[config.mk]
export PLATFORM = sky130hd
export DESIGN_NAME = usb_parallel_responder
export DESIGN_NICKNAME = d
export VERILOG_FILES = /design/src/rtl/usb_parallel_responder.sv
export SDC_FILE = /design/constraint.sdc
export NUM_CORES = 2
export LEC_CHECK = 0
export BUFFER_PORTS_ARGS = -buffer_cell sky130_fd_sc_hd__buf_2
export CAP_MARGIN = 20
export CORE_MARGIN = 10
export CORE_UTILIZATION = 30
export DETAILED_ROUTE_END_ITERATION = 10
export GPL_TIMING_DRIVEN = 0
export PLACE_DENSITY = 0.55
export REMOVE_ABC_BUFFERS = 1
export SETUP_SLACK_MARGIN = 0.05
export SLEW_MARGIN = 20
export SYNTH_ARGS = -nofsm -noshare
export SYNTH_HDL_FRONTEND = slang
export SYNTH_SLANG_ARGS = --single-unit
[constraint.sdc]
create_clock -name clk -period 4.61 [get_ports clk]
set_input_delay 0.2305 -clock clk [delete_from_list [all_inputs] [get_ports clk]]
set_output_delay 0.2305 -clock clk [all_outputs]
set_load 0.02 [all_outputs]
[src/rtl/usb_parallel_responder.sv]
// Device-side responder for the 8-bit async parallel host port: pointer/data register access,
// W1C interrupt status with enable mask, and a local write port into the same register file.
module usb_parallel_responder #(
    parameter int unsigned SYNC_STAGES    = 2,
    parameter int unsigned MIN_GAP_CYCLES = 4,
    parameter logic [7:0]  IRQ_STAT_ADDR  = 8'h0D,
    parameter logic [7:0]  IRQ_EN_ADDR    = 8'h0E
) (
    input  logic       clk,
    input  logic       rst,
    input  logic       cs_n,
    input  logic       rd_n,
    input  logic       wr_n,
    input  logic       a0,
    input  logic [7:0] data_in,
    output logic [7:0] data_out,
    output logic       data_oe,
    output logic       intrq,
    input  logic [7:0] ev_set,
    input  logic       loc_we,
    input  logic [7:0] loc_addr,
    input  logic [7:0] loc_wdata,
    output logic       loc_drop,
    output logic       gap_err,
    output logic       proto_err
);

    localparam int unsigned CNT_W = $clog2(MIN_GAP_CYCLES + 1);
    localparam logic [CNT_W-1:0] GAP_LAST = CNT_W'(MIN_GAP_CYCLES - 1);

    typedef enum logic [2:0] {IDLE, RD, WR, RELEASE, RECOVER} state_t;

    logic [SYNC_STAGES-1:0] cs_sync, rd_sync, wr_sync, a0_sync;
    logic [7:0]             din_sync [SYNC_STAGES];

    state_t            state, state_d;
    logic [7:0]        ptr, ptr_d, irq_stat, irq_stat_d, irq_en, irq_en_d;
    logic [7:0]        data_out_d, wdata, wdata_d, rd_value;
    logic              data_oe_d, intrq_d, loc_drop_d, gap_err_d, proto_err_d;
    logic              acc_a0, acc_a0_d, acc_wr, acc_wr_d, armed, armed_d;
    logic [CNT_W-1:0]  gap_cnt, gap_cnt_d;
    logic              decode, bus_mem_we, loc_mem_we;
    logic              cs_act, rd_act, wr_act, a0_s;
    logic [7:0]        din_s;
    logic [7:0]        mem [256];

    // cs sync resets to "asserted" so a strobe held across reset release is not decoded
    always_ff @(posedge clk or posedge rst) begin
        if (rst) begin
            cs_sync <= '0;
            rd_sync <= '1;
            wr_sync <= '1;
            a0_sync <= '0;
            for (int i = 0; i < int'(SYNC_STAGES); i++) din_sync[i] <= '0;
        end else begin
            cs_sync     <= {cs_sync[SYNC_STAGES-2:0], cs_n};
            rd_sync     <= {rd_sync[SYNC_STAGES-2:0], rd_n};
            wr_sync     <= {wr_sync[SYNC_STAGES-2:0], wr_n};
            a0_sync     <= {a0_sync[SYNC_STAGES-2:0], a0};
            din_sync[0] <= data_in;
            for (int i = 1; i < int'(SYNC_STAGES); i++) din_sync[i] <= din_sync[i-1];
        end
    end

    assign cs_act = !cs_sync[SYNC_STAGES-1];
    assign rd_act = !rd_sync[SYNC_STAGES-1];
    assign wr_act = !wr_sync[SYNC_STAGES-1];
    assign a0_s   = a0_sync[SYNC_STAGES-1];
    assign din_s  = din_sync[SYNC_STAGES-1];

    always_comb begin
        rd_value = ptr;
        if (acc_a0) begin
            if (ptr == IRQ_STAT_ADDR)    rd_value = irq_stat;
            else if (ptr == IRQ_EN_ADDR) rd_value = irq_en;
            else                         rd_value = mem[ptr];
        end
    end

    always_ff @(posedge clk or posedge rst) begin
        if (rst) begin
            state     <= IDLE;
            ptr       <= '0;
            irq_stat  <= '0;
            irq_en    <= '0;
            data_out  <= '0;
            data_oe   <= 1'b0;
            intrq     <= 1'b0;
            loc_drop  <= 1'b0;
            gap_err   <= 1'b0;
            proto_err <= 1'b0;
            acc_a0    <= 1'b0;
            acc_wr    <= 1'b0;
            wdata     <= '0;
            gap_cnt   <= '0;
            armed     <= 1'b0;
        end else begin
            state     <= state_d;
            ptr       <= ptr_d;
            irq_stat  <= irq_stat_d;
            irq_en    <= irq_en_d;
            data_out  <= data_out_d;
            data_oe   <= data_oe_d;
            intrq     <= intrq_d;
            loc_drop  <= loc_drop_d;
            gap_err   <= gap_err_d;
            proto_err <= proto_err_d;
            acc_a0    <= acc_a0_d;
            acc_wr    <= acc_wr_d;
            wdata     <= wdata_d;
            gap_cnt   <= gap_cnt_d;
            armed     <= armed_d;
        end
    end

    always_comb begin
        state_d     = state;
        ptr_d       = ptr;
        irq_stat_d  = irq_stat;
        irq_en_d    = irq_en;
        data_out_d  = data_out;
        data_oe_d   = 1'b0;
        intrq_d     = |(irq_stat & irq_en);
        loc_drop_d  = 1'b0;
        gap_err_d   = 1'b0;
        proto_err_d = 1'b0;
        acc_a0_d    = acc_a0;
        acc_wr_d    = acc_wr;
        wdata_d     = wdata;
        armed_d     = armed | !cs_act;
        decode      = 1'b0;
        bus_mem_we  = 1'b0;
        loc_mem_we  = 1'b0;
        // counts consecutive synchronised cs-high cycles, saturating
        if (!cs_act) gap_cnt_d = (gap_cnt == GAP_LAST) ? gap_cnt : gap_cnt + CNT_W'(1);
        else         gap_cnt_d = '0;

        case (state)
            IDLE: begin
                gap_cnt_d = '0;
                decode    = armed;
            end
            RD: begin
                data_oe_d  = 1'b1;
                data_out_d = rd_value;
                if (!cs_act || !rd_act) state_d = RELEASE;
            end
            WR: begin
                if (!cs_act || !wr_act) begin
                    wdata_d = din_s;
                    state_d = RELEASE;
                end
            end
            RELEASE: begin
                if (acc_wr && !acc_a0) begin
                    ptr_d = wdata;
                end else if (acc_a0) begin
                    if (acc_wr) begin
                        if (ptr == IRQ_STAT_ADDR)    irq_stat_d = irq_stat & ~wdata;
                        else if (ptr == IRQ_EN_ADDR) irq_en_d   = wdata;
                        else                         bus_mem_we = 1'b1;
                    end
                    ptr_d = ptr + 8'd1;
                end
                state_d = RECOVER;
            end
            RECOVER: begin
                if (cs_act) begin
                    gap_err_d = 1'b1;
                    decode    = 1'b1;
                    state_d   = IDLE;
                end else if (gap_cnt == GAP_LAST) begin
                    state_d = IDLE;
                end
            end
            default: state_d = IDLE;
        endcase

        if (decode && cs_act) begin
            if (rd_act && wr_act) begin
                proto_err_d = 1'b1;
                state_d     = IDLE;
            end else if (rd_act) begin
                state_d  = RD;
                acc_a0_d = a0_s;
                acc_wr_d = 1'b0;
            end else if (wr_act) begin
                state_d  = WR;
                acc_a0_d = a0_s;
                acc_wr_d = 1'b1;
            end
        end

        // event set applied last so it wins over a same-cycle W1C
        irq_stat_d = irq_stat_d | ev_set;

        if (loc_we && loc_addr != IRQ_STAT_ADDR && loc_addr != IRQ_EN_ADDR) begin
            if (bus_mem_we && loc_addr == ptr) loc_drop_d = 1'b1;
            else                               loc_mem_we = 1'b1;
        end
    end

    always_ff @(posedge clk) begin
        if (loc_mem_we) mem[loc_addr] <= loc_wdata;
        if (bus_mem_we) mem[ptr]      <= wdata;
    end

endmodule

After elaboration in Yosys (flattened, before gate mapping)
Memories as Yosys holds them, arrays and structs flattened.
Index checks and enable logic that the tools add are counted.
{"block": "op_classes", "reduce_logical": 19, "n_eq_ne": 12, "muxes": 46, "n_bitwise": 8, "n_addsub": 2}
{"cell": "$mux W8", "n": 10}
{"cell": "$mux W3", "n": 11}
{"cell": "$mux W1", "n": 23}
{"cell": "$and A8 B8 Y8", "n": 2}
{"cell": "$eq A8 B4 Y1 const B", "n": 2}
{"cell": "$ne A8 B4 Y1 const B", "n": 2}
{"cell": "$pmux W3 S5", "n": 1}
{"cell": "$eq A3 B2 Y1 const B", "n": 3}
{"cell": "$add A8 B1 Y8 const B", "n": 1}
{"cell": "$eq A8 B8 Y1", "n": 1}
{"cell": "$not A8 Y8", "n": 1}
{"cell": "$or A8 B8 Y8", "n": 1}
{"cell": "$reduce_or A8 Y1", "n": 1}
{"cell": "$logic_and A1 B1 Y1", "n": 6}
{"cell": "$reduce_and A6 Y1", "n": 1}
{"cell": "$logic_not A1 Y1", "n": 4}
{"cell": "$reduce_and A2 Y1", "n": 2}
{"cell": "$add A3 B1 Y3 const B", "n": 1}
{"cell": "$eq A3 B1 Y1 const B", "n": 1}
{"cell": "$eq A3 B3 Y1 const B", "n": 1}
{"cell": "$logic_not A3 Y1", "n": 1}
{"cell": "$ne A3 B2 Y1 const B", "n": 1}
{"cell": "$not A1 Y1", "n": 3}
{"cell": "$reduce_and A3 Y1", "n": 1}
{"cell": "5 further kinds", "n": 6}
{"block": "word_totals", "regBits": 78, "ramBits": 2048, "word_cells": 109, "mem_count": 1, "output_inout_bits": 13, "input_bits": 39}
{"memory": "mem", "words": 256, "word_bits": 8, "read_ports": 1, "rd_ports_with_merged_regs": 0, "write_ports": 2, "line_no": "45", "rtl": "logic [7:0] mem [256];"}

Longest topological paths before layout
{"block": "logic_depth", "depth_word": 12, "depth_mapped": 16, "ltp_nobuf": 8}

Worst setup path after synthesis
No wires, ideal clock.
{"block": "synth_timing", "path_type": "register to register", "from": "register ptr[0]", "to": "memory mem[188][0] (enable)", "stages_incl_launch_ff": 17, "n_path_buf": 8, "setup_ns": 0.384, "required_time_ns": 4.226, "period_less_slack_ns": 3.819, "arrival_ns": 3.435, "slack_ns": 0.791, "path_cell_list": "dfrtp_1 -> buf_6 -> buf_4 -> buf_4 -> buf_4 -> clkinv_1 -> buf_2 -> ha_1 -> o211ai_1 -> and2_1 -> nand3_1 -> nor2b_1 -> buf_2 -> buf_2 -> nand4_1 -> buf_2 -> o21ai_0"}
{"element": "from (decl)", "line_no": "37", "rtl": "logic [7:0] ptr, ptr_d, irq_stat, irq_stat_d, irq_en, irq_en_d;"}
{"element": "from (signal assigned)", "line_no": "99", "rtl": "ptr <= ptr_d;"}
{"element": "to (decl)", "line_no": "45"}

==> results by group <==
Yosys
  • Post-Synth XOR/XNOR Area: 0.0721%
  • Mux cell area share after synthesis: 32.9%
  • Synth Cell Area: 109,000 um^2
  • Distinct cells, synth: 72
  • Mapped Cells: 6,850
  • Combinational family with the most area after synthesis: multiplexers
  • YS warnings: 0
  • Async S/R FF share, synth: 3.67%
  • Compound-Gate Fraction of Synth Area: 3.32%
  • Number of synthesized flops with an enable pin: 2,048
  • Seq cells post-synth: 2,126
  • Post-Syn Area per Cell: 16.0 um^2
  • Sequential share of the synthesized area: 58.0%
  • Ys flop type: edfxtp_1
  • Synth Area in Simple Gates: 2.64%
  • Adder-cell area share of the yosys netlist: less than 1%

Die
  • Io pins: 52
  • DIE WIDTH: 624 um
  • Die area: 389,000 um^2
  • Die Ht: approximately 620 um
  • Core Rows: 221
  • Core Area: 363,000 um^2
  • Initial Utilization: 30.1%

Timing
  • Crit path time final: approximately 4.5 ns
  • Tightest Pin Transition: between 1 and 1.5 ns
  • Max_slew headroom: approximately a quarter
  • Final Cycle Share: 97.8%
  • Hold Fails Final Rpt: 0
  • Endpoints failing setup: 0
  • Max Clk Rate: 0.222 GHz
  • Clock Skew: 0.0678 ns
  • Slew Limit Fails: 0
  • Setup TNS Final: 0 ns
  • Slack of the critical path: 0.102 ns
  • RSZ-0062 raised after global routing: yes

Min path
  • Worst hold path class: in -> reg

Routing
  • First-pass iteration count of the detailed router: 6
  • Average routed wire per standard cell: 33.6 um
  • DR vias: 66,800
  • Antenna Nets Post-Route: 0
  • # DRC: 0
  • Total wire length: roughly 400 mm
  • Drt via density: 5.73
  • Initial DRC count: 8,637

Clock network
  • H-tree Lvls: 4
  • Clock Path Buffers: 4
  • Num CTS Buffers: between 200 and 250
  • Root buffer cell: clkbuf_16
  • Clk Latency, worst-skew pair: 0.93 ns
  • CTS tree: built
  • Worst-path clk slew: 0.07 ns
  • Clk sinks: 2,126

Place
  • Final GP Congestion: 0.858
  • Place WS: -1.81 ns
  • Port Buffers: between 50 and 60
  • DP HPWL: 250 mm

Setup path
  • CP required: 5.20 ns
  • Crit Path Category: reg -> reg
  • Max incr delay on CP: between 0.5 and 0.6 ns
  • CP most frequent cell: buf_4
  • Data arrival, critical path: 5.10 ns
  • Worst Setup End Kind: flip-flop
  • Crit path cell chain: buf_16 -> buf_16 -> clkinv_2 -> buf_12 -> ha_4 -> o211ai_1 -> and2_1 -> nand3_1 -> nor2b_4 -> buf_4 -> nand4_1 -> buf_4 -> o21ai_1 -> buf_4
  • Crit Path Max Fanout: 31
  • Critical path launch point type: flip-flop
  • Slowest cell on the critical path: dfrtp_4

Status
  • Outcome: finished, final reports clean

Power and ir drop
  • Leak: 39.8 nW
  • Tot Pwr: 63.2 mW
  • IR drop worst, VDD: 0.000500 V
  • Cell Pwr Density: 498 nW/um^2

GRT
  • GRT Util Overall: between 10% and 20%
  • Largest net degree at the start of global routing: 112
  • First-pass GRT wire length: about 540 mm
  • GRT overflow: 0
  • Vias in the first global route: around 66,000
  • Initial antenna violation count: 18

Final layout
  • Share of layout cells above drive strength 1: 51.9%
  • Final Net Count: 6,709
  • Area delta synth->final: 16.0%

Flow run
  • Max-cap viol count: 0
layout make-up:
cell class	count	area, um^2
multi-input cells	3955	44900
repair buffers	325	5010
flip-flops and latches	2126	63500
inverters	15	60.1
fillers	34300	236000
diodes	20	50.0
clock inverters	118	988
clock buffers	299	6360
well taps	4794	6000
sequential cells by signal, indices dropped and copies added (netlist names), 3 cells and up:
register,count
ptr,8
state,3
gap_cnt,3
data_out,8
mem,2048
irq_stat,8
din_sync,8
irq_en,8
wdata,8
din_s,8
worst max-delay path: cells and delay by family, from the launching register on:
family          cells  cell delay [ns]
buf+inv             7             1.76
simple gates        4             1.01
compound gates      2             0.56
flops               1             0.53
fa+ha+maj           1             0.25
cells in the final DEF, fill, tap and decap left out, types with 31 or more instances in the layout:
master            n
a21oi_1          64
a22oi_1          80
buf_12           62
buf_16           83
buf_2            49
buf_4            65
clkbuf_1         50
clkbuf_16       244
clkinv_1         53
clkinv_2         39
dfrtp_1          57
dlygate4sd3_1    37
edfxtp_1       2048
mux2_2         2061
mux2i_1         129
mux4_2          508
nand2_1         290
nand3_1          44
nor2_1           92
o21ai_0          31
o21ai_2         101
o21ai_4          71
o22ai_2          64
final timing paths:
kind / end / slack (ns) / cells past startpoint / start
setup / recovery: mem[198][5] / 0.10 / 14 / ptr[0]
hold / removal: mem[48][5] / 0.05 / 2 / loc_wdata[5]
setup reg to reg: mem[198][5] / 0.10 / 14 / ptr[0]
hold reg to reg: wr_sync[1] / 0.35 / 0 / wr_sync[0]
max in group asynchronous: ptr[3] / 3.45 / 5 / rst
min in group asynchronous: proto_err / 0.47 / 4 / rst
synth_stat cells (6+ instances only):
cell | count | area share [%]
and3_1 | 22 | 0.13
nor4_1 | 18 | 0.10
inv_1 | 13 | 0.045
o221ai_1 | 7 | 0.056
ha_1 | 7 | 0.080
a21oi_1 | 64 | 0.29
a22oi_1 | 80 | 0.55
mux2i_1 | 131 | 1.2
edfxtp_1 | 2048 | 56
nand3_1 | 68 | 0.31
mux4_2 | 508 | 10
clkbuf_1 | 597 | 2.0
dfrtp_1 | 74 | 1.7
nor2_1 | 124 | 0.43
a211oi_1 | 13 | 0.089
nand2_1 | 298 | 1.0
o211ai_1 | 6 | 0.041
buf_1 | 23 | 0.079
a22o_1 | 17 | 0.14
xor2_1 | 9 | 0.072
a31oi_1 | 14 | 0.080
nor2b_1 | 33 | 0.19
and2_1 | 9 | 0.051
nand4_1 | 22 | 0.13
nor3_1 | 13 | 0.059
o22ai_1 | 89 | 0.51
buf_2 | 116 | 0.53
buf_4 | 24 | 0.16
o21ai_0 | 221 | 1.0
mux2_2 | 2061 | 21
a21o_1 | 9 | 0.062
nand2b_1 | 14 | 0.080
o2111ai_1 | 6 | 0.048
a221oi_1 | 13 | 0.10
per-stage QoR:
stage	utilization [%]	hold WS [ns]	instance area [um^2]	std cells
after detailed placement	32.2	0.267	117000	11100
after global routing	35.0	0.0456	127000	11600
after floorplan	-	0.235	106000	6096
after global placement	31.0	0.342	112000	10900
final	35.0	0.0541	127000	11700
after CTS	34.9	0.0185	127000	11600
power breakdown:
group          internal (mW)  switching [mW]
clock                   10.5            8.08
sequential              21.4            1.14
combinational           7.95            14.2
total                   39.8            23.4
timing repair:
action,CTS,global route
resized for setup,340,16
endpoints found under the hold margin,143,0
hold buffers,37,0
endpoints found under the setup margin,2795,993
buffers inserted,29,4
pin swaps,7,0
routing by layer:
metal  share of wire (%)  track usage (%)  wire [um]  vias to the layer above
met1                  40             25.5     156000                    35500
met3                 9.4             4.69      36600                      814
li1                    -                -          -                    27000
met5              0.0066                0         26                        -
met4                 5.3             8.69      20600                        4
met2                  45             29.9     178000                     3522
kinds of logic (layout without fill, tap and decap cells):
family	after synthesis	count (layout)
multiplexers	2700	2700
flip-flops	2126	2126
buffers and inverters	784	757
AND/OR/NAND/NOR	642	642
AO/OA/AOI/OAI	581	581
XOR/XNOR	9	9
adder cells (fa/ha/maj)	7	7
other	1	36
Power figures use the tool's default switching activity.
